File: src/rtl/approx_mult_pipe.sv
// Two-stage pipelined approximate unsigned multiplier built from 4x4 tiles.
// Low-significance tiles may be truncated per transaction; valid/ready stream I/O.
module approx_mult_pipe #(
    parameter int WIDTH      = 8,
    parameter int TRUNC_BITS = 2,
    parameter int APPROX_SIG = 0
) (
    input  logic               clk,
    input  logic               rst,
    input  logic               in_valid,
    output logic               in_ready,
    input  logic [WIDTH-1:0]   A,
    input  logic [WIDTH-1:0]   B,
    input  logic               mode,
    output logic               out_valid,
    input  logic               out_ready,
    output logic [2*WIDTH-1:0] R
);

    localparam int D  = WIDTH / 4;
    localparam int NT = D * D;
    localparam int PW = 2 * WIDTH;

    localparam logic [7:0] TMASK = 8'hFF << TRUNC_BITS;

    if ((WIDTH % 4) != 0 || WIDTH < 8 || WIDTH > 16) begin : g_bad_width
        $error("approx_mult_pipe: WIDTH must be 8, 12 or 16");
    end
    if (TRUNC_BITS < 0 || TRUNC_BITS > 7) begin : g_bad_trunc
        $error("approx_mult_pipe: TRUNC_BITS must be in 0..7");
    end
    if (APPROX_SIG < 0 || APPROX_SIG > 2 * D - 2) begin : g_bad_sig
        $error("approx_mult_pipe: APPROX_SIG must be in 0..2*D-2");
    end

    logic              s1_valid_q, s1_valid_d;
    logic              s2_valid_q, s2_valid_d;
    logic [NT-1:0][7:0] prod_q, prod_d;
    logic [PW-1:0]     r_q, r_d;

    logic              adv1, adv2;
    logic [7:0]        tile;
    logic [PW-1:0]     sum;

    // Backpressure ripples combinationally from out_ready to in_ready
    always_comb begin
        adv2     = !s2_valid_q || out_ready;
        adv1     = !s1_valid_q || adv2;
        in_ready = adv1;
    end

    always_comb begin
        s1_valid_d = s1_valid_q;
        prod_d     = prod_q;
        tile       = '0;
        if (adv1) begin
            s1_valid_d = in_valid;
            if (in_valid) begin
                for (int i = 0; i < D; i++) begin
                    for (int j = 0; j < D; j++) begin
                        tile = 8'(A[4*i +: 4]) * 8'(B[4*j +: 4]);
                        if (mode && (i + j) <= APPROX_SIG) begin
                            tile = tile & TMASK;
                        end
                        prod_d[i*D + j] = tile;
                    end
                end
            end
        end
    end

    always_comb begin
        sum = '0;
        for (int i = 0; i < D; i++) begin
            for (int j = 0; j < D; j++) begin
                sum = sum + (PW'(prod_q[i*D + j]) << (4 * (i + j)));
            end
        end
    end

    // R keeps its last value across a bubble; only out_valid drops
    always_comb begin
        s2_valid_d = s2_valid_q;
        r_d        = r_q;
        if (adv2) begin
            s2_valid_d = s1_valid_q;
            if (s1_valid_q) begin
                r_d = sum;
            end
        end
    end

    always_ff @(posedge clk) begin
        if (rst) begin
            s1_valid_q <= 1'b0;
            s2_valid_q <= 1'b0;
            prod_q     <= '0;
            r_q        <= '0;
        end else begin
            s1_valid_q <= s1_valid_d;
            s2_valid_q <= s2_valid_d;
            prod_q     <= prod_d;
            r_q        <= r_d;
        end
    end

    assign out_valid = s2_valid_q;
    assign R         = r_q;

endmodule
File: config.mk
export PLATFORM = sky130hd
export DESIGN_NAME = approx_mult_pipe
export DESIGN_NICKNAME = d
export VERILOG_FILES = /design/src/rtl/approx_mult_pipe.sv
export SDC_FILE = /design/constraint.sdc
export NUM_CORES = 1
export LEC_CHECK = 0
export ABC_AREA = 1
export BUFFER_PORTS_ARGS = -buffer_cell sky130_fd_sc_hd__buf_2
export CAP_MARGIN = 0
export CORE_AREA = 2 2 107 109
export DETAILED_ROUTE_END_ITERATION = 8
export DIE_AREA = 0 0 109 111
export GPL_TIMING_DRIVEN = 0
export PLACE_DENSITY = 0.66
export SLEW_MARGIN = 20
export SYNTH_ARGS = -nofsm -noshare
export SYNTH_HDL_FRONTEND = slang
export SYNTH_SLANG_ARGS = --single-unit
File: constraint.sdc
create_clock -name clk -period 6.7 [get_ports clk]
set_input_delay 0.335 -clock clk [delete_from_list [all_inputs] [get_ports clk]]
set_output_delay 0.335 -clock clk [all_outputs]
set_load 0.03 [all_outputs]
; ---- Word-level counts from Yosys, hierarchy flattened
; Index checks and enable logic that the tools add are counted.
[classes]
n_mux = 1
add_sub_neg = 3
n_reduce_logical = 6
n_mul = 4
[op_table]
columns = op, count
row1 = 4-bit by 4-bit multiplier with 8-bit output, 4
row2 = 14-bit by 16-bit adder with 16-bit output, 1
row3 = 13-bit by 12-bit adder with 14-bit output, 1
row4 = 8-bit by 12-bit adder with 13-bit output, 1
row5 = 2-bit AND reduction, 2
row6 = 1-bit zero test, 2
row7 = 1-bit logical OR, 2
row8 = 2-bit 2-to-1 mux, 1
[word_totals]
out_inout_bits = 18
in_bits = 21
elab_cells = 21
regBits = 50

; ---- Longest topological paths before layout
; Gate-level depths: netlist (run 1).
[depth]
word_depth = 4
ltp_mapped = 14
ltp_nobuf = 14

; ---- Worst setup path before layout (run 1)
; OpenSTA, ideal clock, no wires.
[synth_path]
path_kind = input-to-reg
from = input A[4]
to = register prod_q[30] (netlist name)
path_slack_ns = 3.880
setup_ns = 0.115
t_arrival_ns = 2.705
t_required_ns = 6.585
n_path_buf = 1
path_stages = 12
cell_sequence = clkbuf_1 -> nand2_1 -> fa_1 -> inv_1 -> fa_1 -> fa_1 -> nand2_1 -> nand2_1 -> a21oi_1 -> xnor2_1 -> o21ai_0 -> inv_1
[synth_between]
elab_chain_cells = 1
[synth_lines]
columns = element, line
row1 = "start, declared", 12  ; input logic [WIDTH-1:0] A,
row2 = 4-bit by 4-bit multiplier with 8-bit output, 61  ; tile = 8'(A[4*i +: 4]) * 8'(B[4*j +: 4]);
row3 = "end signal, assigned", 102  ; prod_q <= prod_d;
row4 = "end, declared", 38  ; logic [NT-1:0][7:0] prod_q, prod_d;
; No other way between the ends.
; A chain may end at the register's enable or synchronous reset.

; ---- Worst setup path after layout (run 1)
; Ends and elaborated chain as after synthesis.

==> flow_metrics.tcl, run 1 <==
set metrics [dict create \
    critical_path.slowest_cell "fa_1" \
    setup_tns_ns 0 \
    hold_buffers 0 \
    via_per_inst 4.71 \
    worstSetupEndpointType "flip-flop" \
    synthFlopType "dfxtp_1" \
    pwr-share-clk_pct 27.5 \
    gp_congestion 0.854 \
    grt_pass1_wl_um 16400 \
    seq_power_share_pct 37.3 \
    worstPathMaxFanout 8 \
    io_buffers 21 \
    required_ns 6.89 \
    crit_start "A[4]" \
    whs_path_depth 4 \
    cp_data_arrival_time_ns 3.03 \
    status "complete, no violations" \
    period_share_pct 42.5 \
    dp_hpwl_um 7680 \
    grt-ovfl-total 0 \
    n_antenna_cell 0 \
    path_class "in2reg" \
    placedCellCount 773 \
    drive_above_1_share_pct 7.99 \
    root_buffer "clkbuf_16" \
    die_area_mm2 0.0121 \
    synth_common_cells "134 x nand2_1, 107 x inv_1, 73 x nor2_1, 56 x ha_1, 50 x dfxtp_1" \
    ctsResizeCount 0 \
    nets 739 \
    r2r_cells 8 \
    vias 3678 \
    clkSlewWorstSetupHoldPaths_ns 0.07 \
    drv_slew 0 \
    synth_seq_cells 50 \
    syn-num-nets 711 \
    grt_start_max_net_pins 17 \
    swShare_pct 36.1 \
    drv_cap 0 \
    peakVddDrop_mv 0.140 \
    detail-route-antenna-nets 0 \
    worst_pin_slew_ns 0.532 \
    cts_max_level 2 \
    ys_warn_count 0 \
    fillers 1125 \
    critPathTopFamily "adder cells" \
    post_cts.repair.setup_buffers 0 \
    slew_headroom_pct 64.6 \
    worstPathCellList "clkbuf_1 > nand2_1 > fa_1 > inv_1 > fa_1 > fa_1 > nand2_1 > nand2_1 > a21oi_1 > xnor2_1 > o21ai_0 > inv_1" \
    seq_area_mm2 0.00100 \
    area_growth_pct 10.0 \
    rows 39 \
    ys_seq_area_share_pct 23.4 \
    hold_end "prod_q[30]$_SDFFE_PP0P_" \
    fin_skew_ns 0.00700 \
    ios 39 \
    drt_first_pass_iters 4 \
    setup_violations 0 \
    min_path_type "in2reg" \
    post-place-ws_ns 3.56 \
    numCtsBuffers 5 \
    synth.avg_cell_area_um2 7.02 \
    power_density_mw_per_mm2 194 \
    synth_cell_types 29 \
    layoutNonFillerInstCount 781 \
    initial_core_util_pct 38.6 \
    antenna_found_initial 0 \
    die_w_um 109 \
    synth.area.top_cells "dfxtp_1 23%, ha_1 16%, nand2_1 12%, fa_1 12%, inv_1 9.4%" \
    rsz0062_at_grt "false" \
    cts_sinks 50 \
    p_switching_mw 0.330 \
    core_area_mm2 0.0111 \
    synthesis.area_mm2 0.00428 \
    p_leak_nw 2.78 \
    drt_iter0_markers 144 \
    period_minus_slack_ns 2.85 \
    synth_top_cell_by_area "dfxtp_1" \
    max_stage_delay_ns 0.55 \
    insertion_delay_ns 0.29 \
    p_comb_share_pct 35.2 \
    synthCells 609 \
    max-clock-path-buffers 2 \
    power.total_mw 0.915 \
    multi_input_area_mm2 0.00273 \
    hold_viol 0 \
    min_from "rst" \
    grt_usage_pct 16.7 \
    cts_tree "yes" \
    synthArstFlopShare_pct 0 \
    cp-start-kind "input pin" \
    yosys.area.top_type_share_pct 23.4 \
    finalWorstSetupSlack_ns 3.85 \
    r2r-end "R[9]$_SDFFE_PP0P_" \
    p_int_mw 0.584 \
    fmax_ghz 0.351 \
    r2r_start "prod_q[5]$_SDFFE_PP0P_" \
    r2r_slack_ns 4.44 \
    die_h_um 111 \
    route.detailed.drc 0 \
    synth_edf_count 0 \
    worst-path-buf-inv 3 \
    wl_um 9600 \
    wire_per_inst_um 12.3 \
    yosys.cell_count.top_type "nand2_1" \
    grt_pass1_vias 3655 \
]
## placed cells by master (no fill, tap or decap), types with 4 or more instances in the layout
cell       instances
a21oi_1           29
a31oi_1            8
buf_2             29
clkbuf_1          18
clkbuf_16          5
dfxtp_1           50
fa_1              25
ha_1              56
inv_1            107
nand2_1          134
nand3_1           25
nand4_1            9
nor2_1            73
o21ai_0           31
o21ai_1            4
xnor2_1            7
## cell type report
cell class,count,share of cell area [%]
multi-input combinational,420,58.0
tap,143,3.80
timing repair buffer,21,2.23
buffer,29,2.84
clock buffer,5,2.66
inverter,110,8.77
sequential,50,21.3
clock inverter,3,0.399
## kinds of logic (layout without fill, tap and decap cells)
kind of cell	Yosys count	in the layout	share of synthesized area, %
flops	50	50	23.4
xor+xnor	10	10	2.05
simple gates	250	250	23.8
buf+inv	139	168	12.8
fa+ha+maj	81	81	28.1
compound gates	79	79	9.89
## registers in the layout (all words and copies together), names as in the netlist
| name | count |
|---|---|
| R | 16 |
| prod_q | 32 |
| out_valid | 1 |
| s1_valid_q | 1 |
## routing by layer
layer,global-route usage (%),vias up,routed length (um)
met4,3.85,0,102
met5,0,-,0
met1,21.4,1673,4650
met2,29.3,54,4520
li1,-,1943,-
met3,2.23,8,327
## worst min-delay path, delay by kind of cell
family	cells	cell delay, ns
AO/OA/AOI/OAI	2	0.10
buffers and inverters	2	0.14
## worst max-delay path by stage
stage	cells after the start	slack (ns)	end
after floorplan	12	3.88	prod_q[30]$_SDFFE_PP0P_
after global placement	12	3.59	prod_q[30]$_SDFFE_PP0P_
after detailed placement	12	3.56	prod_q[30]$_SDFFE_PP0P_
after CTS	12	3.87	prod_q[30]$_SDFFE_PP0P_
after global routing	12	3.62	prod_q[30]$_SDFFE_PP0P_
final	12	3.85	prod_q[30]$_SDFFE_PP0P_
## stage by stage
stage | area (um^2) | hold WS [ns] | utilization (%)
final | 4710 | 0.331 | 42.5
after global placement | 4560 | 0.450 | 41.2
after global routing | 4710 | 0.354 | 42.5
after floorplan | 4280 | 0.441 | -
after CTS | 4710 | 0.330 | 42.5
after detailed placement | 4560 | 0.454 | 41.2
## power by group through the flow
stage                     Combinational (mW)  Clock (mW)  Sequential, mW
after floorplan                        0.231           0           0.361
after global placement                 0.314           0           0.347
after detailed placement               0.319           0           0.348
after CTS                              0.324       0.254           0.341
after global routing                   0.372       0.262           0.345
final                                  0.322       0.251           0.341
Power figures use the tool's default switching activity.
==> run 2: changes to the inputs <==
Clock period 6.7 ns to 2.7 ns, I/O delays scaled along.
==> flow_metrics.tcl, run 2 (same netlist as run 1, synthesis figures left out) <==
set metrics [dict create \
    fin_skew_ns 0.00643 \
    stdcell_area_mm2 0.00471 \
    period_share_pct 92.8 \
    p_comb_share_pct 35.3 \
    swShare_pct 36.1 \
    max_stage_delay_ns 0.58 \
    drv_slew 0 \
    placed_area_mm2 0.00456 \
    max-clock-path-buffers 2 \
    grt_pass1_vias 3655 \
    wl_um 9600 \
    most-common-layout-cells "134 x nand2_1, 107 x inv_1, 73 x nor2_1" \
    vias 3690 \
    grt-ovfl-total 0 \
    drt_iter0_markers 145 \
    p_int_mw 1.45 \
    grt_pass1_wl_um 16400 \
    worstPathCellList "clkbuf_1 > nand2_1 > fa_1 > inv_1 > fa_1 > inv_1 > fa_1 > inv_1 > a21oi_1 > nor2_1 > nor2_1 > nand2_1 > a31oi_1" \
    peakVddDrop_mv 0.347 \
    rows 39 \
    largest_reg_flops 32 \
    cts_sinks 50 \
    p_switching_mw 0.818 \
    grt_usage_pct 16.7 \
    drive_above_1_share_pct 9.09 \
    numCtsBuffers 5 \
    cp-start-kind "input pin" \
    slew_headroom_pct 64.6 \
    die_w_um 109 \
    whs_ns 0.131 \
    nets 739 \
    detail-route-antenna-nets 0 \
    drt_first_pass_iters 4 \
    worstSetupEndpointType "flip-flop" \
    period_minus_slack_ns 2.51 \
    drv_cap 0 \
    pwr-share-clk_pct 27.4 \
    p_leak_nw 2.80 \
    clkSlewWorstSetupHoldPaths_ns 0.07 \
    gp_congestion 0.854 \
    grt_start_max_net_pins 17 \
    root_buffer "clkbuf_16" \
    min_path_type "in2reg" \
    route.detailed.drc 0 \
    path_class "in2reg" \
    n_antenna_cell 0 \
    finalWorstSetupSlack_ns 0.194 \
    ios 39 \
    worst_pin_slew_ns 0.532 \
    dp_hpwl_um 7680 \
    setup_violations 0 \
    rsz0062_at_grt "false" \
    power_density_mw_per_mm2 481 \
    fmax_ghz 0.399 \
    final_common_cell "nand2_1" \
    antenna_found_initial 0 \
    area_growth_pct 10.2 \
    fillers 1123 \
    worstPathMaxFanout 8 \
    insertion_delay_ns 0.29 \
    seq_power_share_pct 37.3 \
    die_area_mm2 0.0121 \
    via_per_inst 4.72 \
    required_ns 2.88 \
    post-place-ws_ns -0.240 \
    hold_viol 0 \
    status "complete, no violations" \
    die_h_um 111 \
    cp_data_arrival_time_ns 2.68 \
    cts_tree "yes" \
    cts_max_level 2 \
    fin_util_pct 42.6 \
    initial_core_util_pct 38.6 \
    core_area_mm2 0.0111 \
    regMostFlops "prod_q" \
    wire_per_inst_um 12.3 \
    io_buffers 21 \
    critical_path.slowest_cell "fa_1" \
]
[run 2: power by group through the flow]
stage	combinational, mW	clock, mW	sequential (mW)
floorplan	0.573	0	0.897
global placement	0.778	0	0.860
detailed placement	0.792	0	0.863
CTS	0.803	0.629	0.847
global route	0.924	0.651	0.855
finish	0.801	0.622	0.846
[run 2: worst max-delay path, delay by kind of cell]
family | cells | cell delay (ns)
adders and majority gates | 3 | 1.54
and+or+nand+nor | 4 | 0.37
buffers and inverters | 4 | 0.50
AOI/OAI and AO/OA | 2 | 0.13
[run 2: final timing paths]
path	cells after the start	slack (ns)	from	endpoint
setup / recovery	13	0.19	B[2]	prod_q[6]$_SDFFE_PP0P_
hold / removal	4	0.13	rst	prod_q[30]$_SDFFE_PP0P_
setup reg to reg	8	0.44	prod_q[5]$_SDFFE_PP0P_	R[9]$_SDFFE_PP0P_
hold reg to reg	2	0.47	prod_q[1]$_SDFFE_PP0P_	prod_q[1]$_SDFFE_PP0P_
[run 2: area by class of cell]
class	count	area, um^2	share of cell area [%]
buffer	29	143	3.03
clock buffer	5	125	2.65
clock inverter	3	18.8	0.398
inverter	110	413	8.76
multi-input combinational	420	2730	57.9
sequential	50	1000	21.2
tap	143	179	3.80
timing repair buffer	21	105	2.23
[run 2: layer usage]
metal	part of all wire, %	vias to the layer above	global-route usage (%)
met5	0	-	0
met4	1.1	0	3.85
met3	3.3	8	2.23
met2	47	58	29.3
met1	48	1681	21.4
li1	-	1943	-
[run 2: through the flow]
| stage | setup TNS [ns] | power, mW | instances |
|---|---|---|---|
| 4_1_cts | 0 | 2.28 | 781 |
| 6_report | 0 | 2.27 | 781 |
| 5_1_grt | 0 | 2.43 | 781 |
| 2_1_floorplan | 0 | 1.47 | 609 |
| 3_3_place_gp | -0.643 | 1.64 | 773 |
| 3_5_place_dp | -0.931 | 1.66 | 773 |
[run 2: timing repair]
item / in CTS / in global routing
setup endpoints to repair: 0 / 5
resized for setup: 0 / 14
hold buffers: 0 / 0
buffers inserted: 0 / 0
